==> src/rtl/reg_write_arbiter_pkg.sv <==
// Shared widths, register constants and arbiter FSM encoding for the
// register-file write-port arbiter.
package reg_write_arbiter_pkg;

  localparam int XLEN       = 32;
  localparam int REG_ADDR_W = 5;
  localparam int NUM_REGS   = 1 << REG_ADDR_W;
  localparam logic [REG_ADDR_W-1:0] ZERO_REG = '0;

  typedef enum logic [1:0] {
    ST_IDLE  = 2'd0,
    ST_WAIT  = 2'd1,
    ST_STALL = 2'd2
  } arb_state_t;

  // Refusal counter stops at all-ones instead of wrapping.
  function automatic logic [3:0] sat_inc4(input logic [3:0] val);
    return (val == 4'hF) ? 4'hF : val + 4'd1;
  endfunction

endpackage

==> src/rtl/reg_write_arbiter_if.sv <==
// WB / MD / decode / reg_file signal bundle around the write-port arbiter.
interface reg_write_arbiter_if;
  import reg_write_arbiter_pkg::*;

  logic                  WB_VALID;
  logic [REG_ADDR_W-1:0] WB_ADDR;
  logic [XLEN-1:0]       WB_DATA;
  logic                  MD_VALID;
  logic [REG_ADDR_W-1:0] MD_ADDR;
  logic [XLEN-1:0]       MD_DATA;
  logic                  MD_READY;
  logic                  ISSUE_VALID;
  logic [REG_ADDR_W-1:0] ISSUE_ADDR;
  logic [REG_ADDR_W-1:0] RS1_ADDR;
  logic [REG_ADDR_W-1:0] RS2_ADDR;
  logic                  RS1_BUSY;
  logic                  RS2_BUSY;
  logic                  STALL_PIPE;
  logic                  WRITE_ENABLE;
  logic [REG_ADDR_W-1:0] WRITE_ADDRESS;
  logic [XLEN-1:0]       WRITE_DATA;

  modport master (
    output WB_VALID, WB_ADDR, WB_DATA, MD_VALID, MD_ADDR, MD_DATA,
           ISSUE_VALID, ISSUE_ADDR, RS1_ADDR, RS2_ADDR,
    input  MD_READY, RS1_BUSY, RS2_BUSY, STALL_PIPE,
           WRITE_ENABLE, WRITE_ADDRESS, WRITE_DATA
  );

  modport slave (
    input  WB_VALID, WB_ADDR, WB_DATA, MD_VALID, MD_ADDR, MD_DATA,
           ISSUE_VALID, ISSUE_ADDR, RS1_ADDR, RS2_ADDR,
    output MD_READY, RS1_BUSY, RS2_BUSY, STALL_PIPE,
           WRITE_ENABLE, WRITE_ADDRESS, WRITE_DATA
  );

endinterface

==> src/rtl/reg_write_arbiter_scoreboard.sv <==
// Busy vector of registers awaiting an MD result. The clear is delayed one
// cycle so a source drops busy exactly when reg_file holds the new value.
module reg_scoreboard
  import reg_write_arbiter_pkg::*;
(
  input  logic                  CLK,
  input  logic                  RESET,
  input  logic                  set_en,
  input  logic [REG_ADDR_W-1:0] set_addr,
  input  logic                  clr_en,
  input  logic [REG_ADDR_W-1:0] clr_addr,
  input  logic [REG_ADDR_W-1:0] rd_addr_a,
  input  logic [REG_ADDR_W-1:0] rd_addr_b,
  output logic                  rd_busy_a,
  output logic                  rd_busy_b
);

  logic [NUM_REGS-1:0]   busy_q;
  logic [NUM_REGS-1:0]   busy_d;
  logic                  clr_pend_q;
  logic [REG_ADDR_W-1:0] clr_addr_q;
  logic                  set_hit;

  assign set_hit = set_en && (set_addr != ZERO_REG);

  // A re-issue to the register being retired cancels the retirement.
  always_ff @(posedge CLK) begin
    if (RESET) begin
      busy_q     <= '0;
      clr_pend_q <= 1'b0;
      clr_addr_q <= ZERO_REG;
    end else begin
      busy_q     <= busy_d;
      clr_pend_q <= clr_en && !(set_hit && (set_addr == clr_addr));
      clr_addr_q <= clr_addr;
    end
  end

  always_comb begin
    busy_d = busy_q;
    if (clr_pend_q) busy_d[clr_addr_q] = 1'b0;
    if (set_hit)    busy_d[set_addr]   = 1'b1;
    busy_d[0] = 1'b0;
  end

  assign rd_busy_a = busy_q[rd_addr_a];
  assign rd_busy_b = busy_q[rd_addr_b];

endmodule

==> src/rtl/reg_write_arbiter.sv <==
// Single reg_file write port shared by WB (always wins) and the mul/div unit,
// with a starvation FSM that freezes the pipeline so MD can drain.
//
// state    | meaning
// ST_IDLE  | no refused MD result outstanding
// ST_WAIT  | MD result refused, counting consecutive refusals
// ST_STALL | STALL_PIPE asserted until MD is accepted
module reg_write_arbiter
  import reg_write_arbiter_pkg::*;
#(
  parameter int unsigned MAX_WAIT = 4
) (
  input  logic           CLK,
  input  logic           RESET,
  reg_write_arbiter_if.slave bus
);

  localparam logic [3:0] LAST_CNT = 4'(MAX_WAIT - 1);

  arb_state_t            state_q, state_d;
  logic [3:0]            cnt_q, cnt_d;
  logic                  stall_q;
  logic                  we_q;
  logic [REG_ADDR_W-1:0] waddr_q;
  logic [XLEN-1:0]       wdata_q;
  logic                  md_hs;
  logic                  md_refused;

  assign md_hs      = bus.MD_VALID && !bus.WB_VALID;
  assign md_refused = bus.MD_VALID && bus.WB_VALID;

  always_ff @(posedge CLK) begin
    if (RESET) begin
      state_q <= ST_IDLE;
      cnt_q   <= 4'd0;
      stall_q <= 1'b0;
      we_q    <= 1'b0;
      waddr_q <= ZERO_REG;
      wdata_q <= '0;
    end else begin
      state_q <= state_d;
      cnt_q   <= cnt_d;
      stall_q <= (state_d == ST_STALL);
      if (bus.WB_VALID) begin
        we_q    <= (bus.WB_ADDR != ZERO_REG);
        waddr_q <= bus.WB_ADDR;
        wdata_q <= bus.WB_DATA;
      end else if (bus.MD_VALID) begin
        we_q    <= (bus.MD_ADDR != ZERO_REG);
        waddr_q <= bus.MD_ADDR;
        wdata_q <= bus.MD_DATA;
      end else begin
        we_q    <= 1'b0;
      end
    end
  end

  always_comb begin
    state_d = state_q;
    cnt_d   = cnt_q;
    case (state_q)
      ST_IDLE: begin
        if (md_refused) begin
          cnt_d   = 4'd1;
          state_d = (MAX_WAIT <= 1) ? ST_STALL : ST_WAIT;
        end
      end
      ST_WAIT: begin
        if (!bus.MD_VALID || md_hs) begin
          cnt_d   = 4'd0;
          state_d = ST_IDLE;
        end else begin
          cnt_d = sat_inc4(cnt_q);
          if (cnt_q >= LAST_CNT) state_d = ST_STALL;
        end
      end
      ST_STALL: begin
        if (!bus.MD_VALID || md_hs) begin
          cnt_d   = 4'd0;
          state_d = ST_IDLE;
        end else begin
          cnt_d = sat_inc4(cnt_q);
        end
      end
      default: begin
        cnt_d   = 4'd0;
        state_d = ST_IDLE;
      end
    endcase
  end

  reg_scoreboard u_scoreboard (
    .CLK       (CLK),
    .RESET     (RESET),
    .set_en    (bus.ISSUE_VALID),
    .set_addr  (bus.ISSUE_ADDR),
    .clr_en    (md_hs),
    .clr_addr  (bus.MD_ADDR),
    .rd_addr_a (bus.RS1_ADDR),
    .rd_addr_b (bus.RS2_ADDR),
    .rd_busy_a (bus.RS1_BUSY),
    .rd_busy_b (bus.RS2_BUSY)
  );

  assign bus.MD_READY      = md_hs;
  assign bus.STALL_PIPE    = stall_q;
  assign bus.WRITE_ENABLE  = we_q;
  assign bus.WRITE_ADDRESS = waddr_q;
  assign bus.WRITE_DATA    = wdata_q;

endmodule

==> src/flat_wrapper.sv <==
// flat-port wrapper written by rule: the top's interface ports become plain ports
module reg_write_arbiter_flat import reg_write_arbiter_pkg::*;
#(
  parameter int unsigned MAX_WAIT = 4
)
  (CLK, RESET, bus_WB_VALID, bus_WB_ADDR, bus_WB_DATA, bus_MD_VALID, bus_MD_ADDR, bus_MD_DATA, bus_ISSUE_VALID, bus_ISSUE_ADDR, bus_RS1_ADDR, bus_RS2_ADDR, bus_MD_READY, bus_RS1_BUSY, bus_RS2_BUSY, bus_STALL_PIPE, bus_WRITE_ENABLE, bus_WRITE_ADDRESS, bus_WRITE_DATA);
  reg_write_arbiter_if bus_i ();
  input  logic CLK;
  input  logic RESET;
  input wire logic [$bits(bus_i.WB_VALID)-1:0] bus_WB_VALID;
  input wire logic [$bits(bus_i.WB_ADDR)-1:0] bus_WB_ADDR;
  input wire logic [$bits(bus_i.WB_DATA)-1:0] bus_WB_DATA;
  input wire logic [$bits(bus_i.MD_VALID)-1:0] bus_MD_VALID;
  input wire logic [$bits(bus_i.MD_ADDR)-1:0] bus_MD_ADDR;
  input wire logic [$bits(bus_i.MD_DATA)-1:0] bus_MD_DATA;
  input wire logic [$bits(bus_i.ISSUE_VALID)-1:0] bus_ISSUE_VALID;
  input wire logic [$bits(bus_i.ISSUE_ADDR)-1:0] bus_ISSUE_ADDR;
  input wire logic [$bits(bus_i.RS1_ADDR)-1:0] bus_RS1_ADDR;
  input wire logic [$bits(bus_i.RS2_ADDR)-1:0] bus_RS2_ADDR;
  output wire logic [$bits(bus_i.MD_READY)-1:0] bus_MD_READY;
  output wire logic [$bits(bus_i.RS1_BUSY)-1:0] bus_RS1_BUSY;
  output wire logic [$bits(bus_i.RS2_BUSY)-1:0] bus_RS2_BUSY;
  output wire logic [$bits(bus_i.STALL_PIPE)-1:0] bus_STALL_PIPE;
  output wire logic [$bits(bus_i.WRITE_ENABLE)-1:0] bus_WRITE_ENABLE;
  output wire logic [$bits(bus_i.WRITE_ADDRESS)-1:0] bus_WRITE_ADDRESS;
  output wire logic [$bits(bus_i.WRITE_DATA)-1:0] bus_WRITE_DATA;
  assign bus_i.WB_VALID = bus_WB_VALID;
  assign bus_i.WB_ADDR = bus_WB_ADDR;
  assign bus_i.WB_DATA = bus_WB_DATA;
  assign bus_i.MD_VALID = bus_MD_VALID;
  assign bus_i.MD_ADDR = bus_MD_ADDR;
  assign bus_i.MD_DATA = bus_MD_DATA;
  assign bus_i.ISSUE_VALID = bus_ISSUE_VALID;
  assign bus_i.ISSUE_ADDR = bus_ISSUE_ADDR;
  assign bus_i.RS1_ADDR = bus_RS1_ADDR;
  assign bus_i.RS2_ADDR = bus_RS2_ADDR;
  assign bus_MD_READY = bus_i.MD_READY;
  assign bus_RS1_BUSY = bus_i.RS1_BUSY;
  assign bus_RS2_BUSY = bus_i.RS2_BUSY;
  assign bus_STALL_PIPE = bus_i.STALL_PIPE;
  assign bus_WRITE_ENABLE = bus_i.WRITE_ENABLE;
  assign bus_WRITE_ADDRESS = bus_i.WRITE_ADDRESS;
  assign bus_WRITE_DATA = bus_i.WRITE_DATA;
  reg_write_arbiter #(.MAX_WAIT(MAX_WAIT)) u_core (.CLK(CLK), .RESET(RESET), .bus(bus_i));
endmodule
==> config.mk <==
export PLATFORM = sky130hd
export DESIGN_NAME = reg_write_arbiter_flat
export DESIGN_NICKNAME = d
export VERILOG_FILES = /design/src/rtl/reg_write_arbiter_pkg.sv /design/src/rtl/reg_write_arbiter_if.sv /design/src/rtl/reg_write_arbiter_scoreboard.sv /design/src/rtl/reg_write_arbiter.sv /design/src/flat_wrapper.sv
export SDC_FILE = /design/constraint.sdc
export NUM_CORES = 1
export LEC_CHECK = 0
export BUFFER_PORTS_ARGS = -buffer_cell sky130_fd_sc_hd__buf_2
export CAP_MARGIN = 10
export CORE_ASPECT_RATIO = 1.1
export CORE_MARGIN = 3
export CORE_UTILIZATION = 40
export CTS_CLUSTER_SIZE = 30
export DETAILED_ROUTE_END_ITERATION = 8
export GPL_TIMING_DRIVEN = 0
export PLACE_DENSITY = 0.65
export SETUP_SLACK_MARGIN = 0.5
export SYNTH_ARGS = -nofsm -noshare
export SYNTH_HDL_FRONTEND = slang
export SYNTH_SLANG_ARGS = --single-unit
==> constraint.sdc <==
create_clock -name CLK -period 1.8 [get_ports CLK]
set_clock_uncertainty 0.1 [all_clocks]
set_input_delay 0.18 -clock CLK [delete_from_list [all_inputs] [get_ports CLK]]
set_output_delay 0.18 -clock CLK [all_outputs]
set_load 0.02 [all_outputs]
==> metrics.txt <==
syn_area_per_cell=roughly 8.2 µm²; CP Class=reg2out; WP buf/inv=1; Reg area=1670 µm²; Post-synth top cells=86 x nor2_1, 82 x dfxtp_1, 81 x a21oi_1; EDFF count, synth=0; Yosys top cell area share=roughly two fifths; Detail Placement HPWL=9.82 mm; CTS tree=built; CP Max Fanout=3; Routability Congestion=0.823; ys async rst share=0%; CTS buffer count=9; endpoint class of the critical path=output port; fin area=about 6000 µm²; diode count=0; synthesized instance count=514; area grow syn2layout=43.0%; Leak=approximately 2.6 nW; H-tree Lvls=3; Crit path largest cell delay=approximately 0.48 ns; area of the multi-input gates=2630 µm²; Post-layout nets=798; Final Slew Violations=0; vias in the first global route=4631; first-pass GRT wire length=between 20 and 25 mm; final setup TNS=-0.334 ns; hold path cells=2; Worst-Skew Late Latency=0.35 ns; starting density of the core=41.8%; # port buffers=125; crit-path cells=mux4_2, nand2b_4, o2111ai_2, nand4_1, buf_4; fmax=502 MHz; max_cap viols=0; Final ANT Viol Nets=0; Slew headroom=46.2%; fill cell count=880; Die Y=113 µm; # IOs=136; final period utilization=111%; worst min-delay path class=in2reg; Total GRT Usage=around a quarter; DR pass1 iterations=5; post-synthesis cell area=4190 µm²; main flop type after synthesis=dfxtp_1; Via-to-Cell Ratio=5.41; Synth Net Count=a little over 600; final total power=0.00424 W; Vias=between 4k and 5k; DIE WIDTH=a little over 100 µm; Placed Area=5090 µm²; hold slack=0.00960 ns; DIE AREA=11700 µm²; DR iter-0 viols=258; clock-pin slew on the worst setup and hold paths=roughly 0.08 ns; endpoints failing hold=0; CTS sink count=82; status=complete, but fails checks; Max VDD drop=0.550 mV; WL final=14.0 mm; non-filler cells, final=~840; RSZ-0062 raised after global routing=yes; antenna violations before repair=0; Core Area=~10000 µm²; pin count of the biggest net entering global routing=13; worst setup margin=-0.193 ns; sequential area share after synthesis=roughly two fifths; required time of the worst setup path=1.52 ns; Critical Path Slowest Stage Cell=mux4_2; clock buffer depth=2; Slew @ Worst Pin=around 0.80 ns; Synth Register Bits=82; # setup viols final=2; largest cells by area after synthesis=dfxtp_1 39%, mux2i_1 13%, a21oi_1 9.7%; Top delay family on crit path=multiplexers; Synth cell types=36; share of cells above drive strength 1=around a third; root buf cell=clkbuf_8; Yosys top cell by area=dfxtp_1; global route overflow=0; most frequent cell after synthesis=nor2_1; critical path depth=5; Synth Warn #=0; DR WL/cell=16.6 µm; critical path arrival=1.71 ns; minimum clock period=between 1.5 and 2 ns; crit path launch type=flip-flop; placed instance count=779; P per Cell Area=about 700 nW/µm²; Post-route DRC=0; num rows=38; reg2reg path depth=5; failing checks=negative setup slack
-- worst reg2reg max path: cells and delay by family (launching register included) --
| family | cells | cell delay, ns |
|---|---|---|
| AND/OR/NAND/NOR | 2 | 0.48 |
| flip-flops | 1 | 0.36 |
| AO/OA/AOI/OAI | 2 | 0.20 |
| adder cells (fa/ha/maj) | 1 | 0.16 |
-- flip-flops by register name, indices dropped and copies added, names as in the netlist --
register                        count
u_core.bus.WRITE_DATA              32
u_core.u_scoreboard.busy_q         31
u_core.bus.WRITE_ADDRESS            5
u_core.u_scoreboard.clr_addr_q      5
u_core.cnt_q                        4
u_core.state_q                      2
u_core.bus.STALL_PIPE               1
u_core.bus.WRITE_ENABLE             1
u_core.u_scoreboard.clr_pend_q      1
-- area by class of cell --
| cell class | count | area share [%] |
|---|---|---|
| clock buffers | 15 | 3.11 |
| inverters | 4 | 0.334 |
| repair buffers | 174 | 18.4 |
| flip-flops and latches | 82 | 27.9 |
| plain buffers | 34 | 2.94 |
| multi-input cells | 394 | 44.0 |
| well taps | 140 | 2.92 |
| clock inverters | 1 | 0.501 |
-- cell families (layout without fill, tap and decap cells) --
family	count (synthesis)	after routing	share of synthesized area, %
buffers and inverters	38	228	3.82
AOI/OAI and AO/OA	134	134	17.5
muxes	61	61	16.4
adders and majority gates	5	5	1.49
xor gates and xnor gates	5	5	1.04
and+or+nand+nor	189	189	20.7
DFF	82	82	39.2
-- path summary, 6_finish.rpt --
kind                                  startpoint                           endpoint  slack (ns)
setup / recovery  u_core.u_scoreboard.busy_q[20]                       bus_RS2_BUSY       -0.19
hold / removal                    bus_MD_ADDR[2]  u_core.u_scoreboard.clr_addr_q[2]        0.01
setup reg to reg                 u_core.cnt_q[0]              u_core.bus.STALL_PIPE        0.41
hold reg to reg   u_core.u_scoreboard.busy_q[16]     u_core.u_scoreboard.busy_q[16]        0.39
-- stage by stage --
step	setup WS, ns	utilization (%)
2_1_floorplan	0.305	-
3_3_place_gp	0.0947	50.7
3_5_place_dp	0.0941	50.7
4_1_cts	-0.190	58.1
5_1_grt	-0.251	59.7
6_report	-0.193	59.7
-- power breakdown --
group | total, W | switching (W) | internal, W
sequential | 0.00194 | 0.0000553 | 0.00189
clock | 0.00145 | 0.000655 | 0.000796
combinational | 0.000843 | 0.000460 | 0.000383
-- metal layers --
| layer | part of all wire, % | up-vias | track usage (%) |
|---|---|---|---|
| met2 | 49 | 187 | 40.0 |
| met4 | 2.3 | 0 | 10.1 |
| met1 | 41 | 2174 | 28.6 |
| met3 | 8.5 | 27 | 6.10 |
| met5 | 0 | - | 0 |
| li1 | - | 2178 | - |
-- what timing repair did --
item | 4_1_cts | 5_1_grt
buffers inserted | 9 | 3
setup endpoints to repair | 24 | 29
hold buffers | 37 | 0
hold endpoints to repair | 37 | 0
pin swaps | 12 | 15
gates resized for setup | 32 | 42
-- cells in the final DEF (no fill, tap or decap), drive strengths merged --
cell type | synthesis | routed
buf | 16 | 153
nor2 | 86 | 86
dfxtp | 82 | 82
a21oi | 81 | 81
mux2i | 55 | 55
nand2 | 42 | 42
dlygate4sd3 | 0 | 36
o21ai | 34 | 34
clkbuf | 18 | 33
nand3 | 14 | 14
nor2b | 11 | 11
mux4 | 6 | 6
nand3b | 6 | 6
nor3b | 6 | 6
xnor2 | 5 | 5
ha | 5 | 5
nor3 | 5 | 5
nand2b | 4 | 4
a22oi | 4 | 4
and3 | 4 | 4
a211oi | 4 | 4
inv | 4 | 4
nand4 | 3 | 3
and3b | 3 | 3
o2111ai | 2 | 2
o211ai | 2 | 2
or3b | 2 | 2
or3 | 2 | 2
o21bai | 1 | 1
and2 | 1 | 1
a31oi | 1 | 1
o221a | 1 | 1
o31ai | 1 | 1
a311oi | 1 | 1
a2111oi | 1 | 1
a21boi | 1 | 1
bufinv | 0 | 1
dlymetal6s4s | 0 | 1
Power figures use the tool's default switching activity.
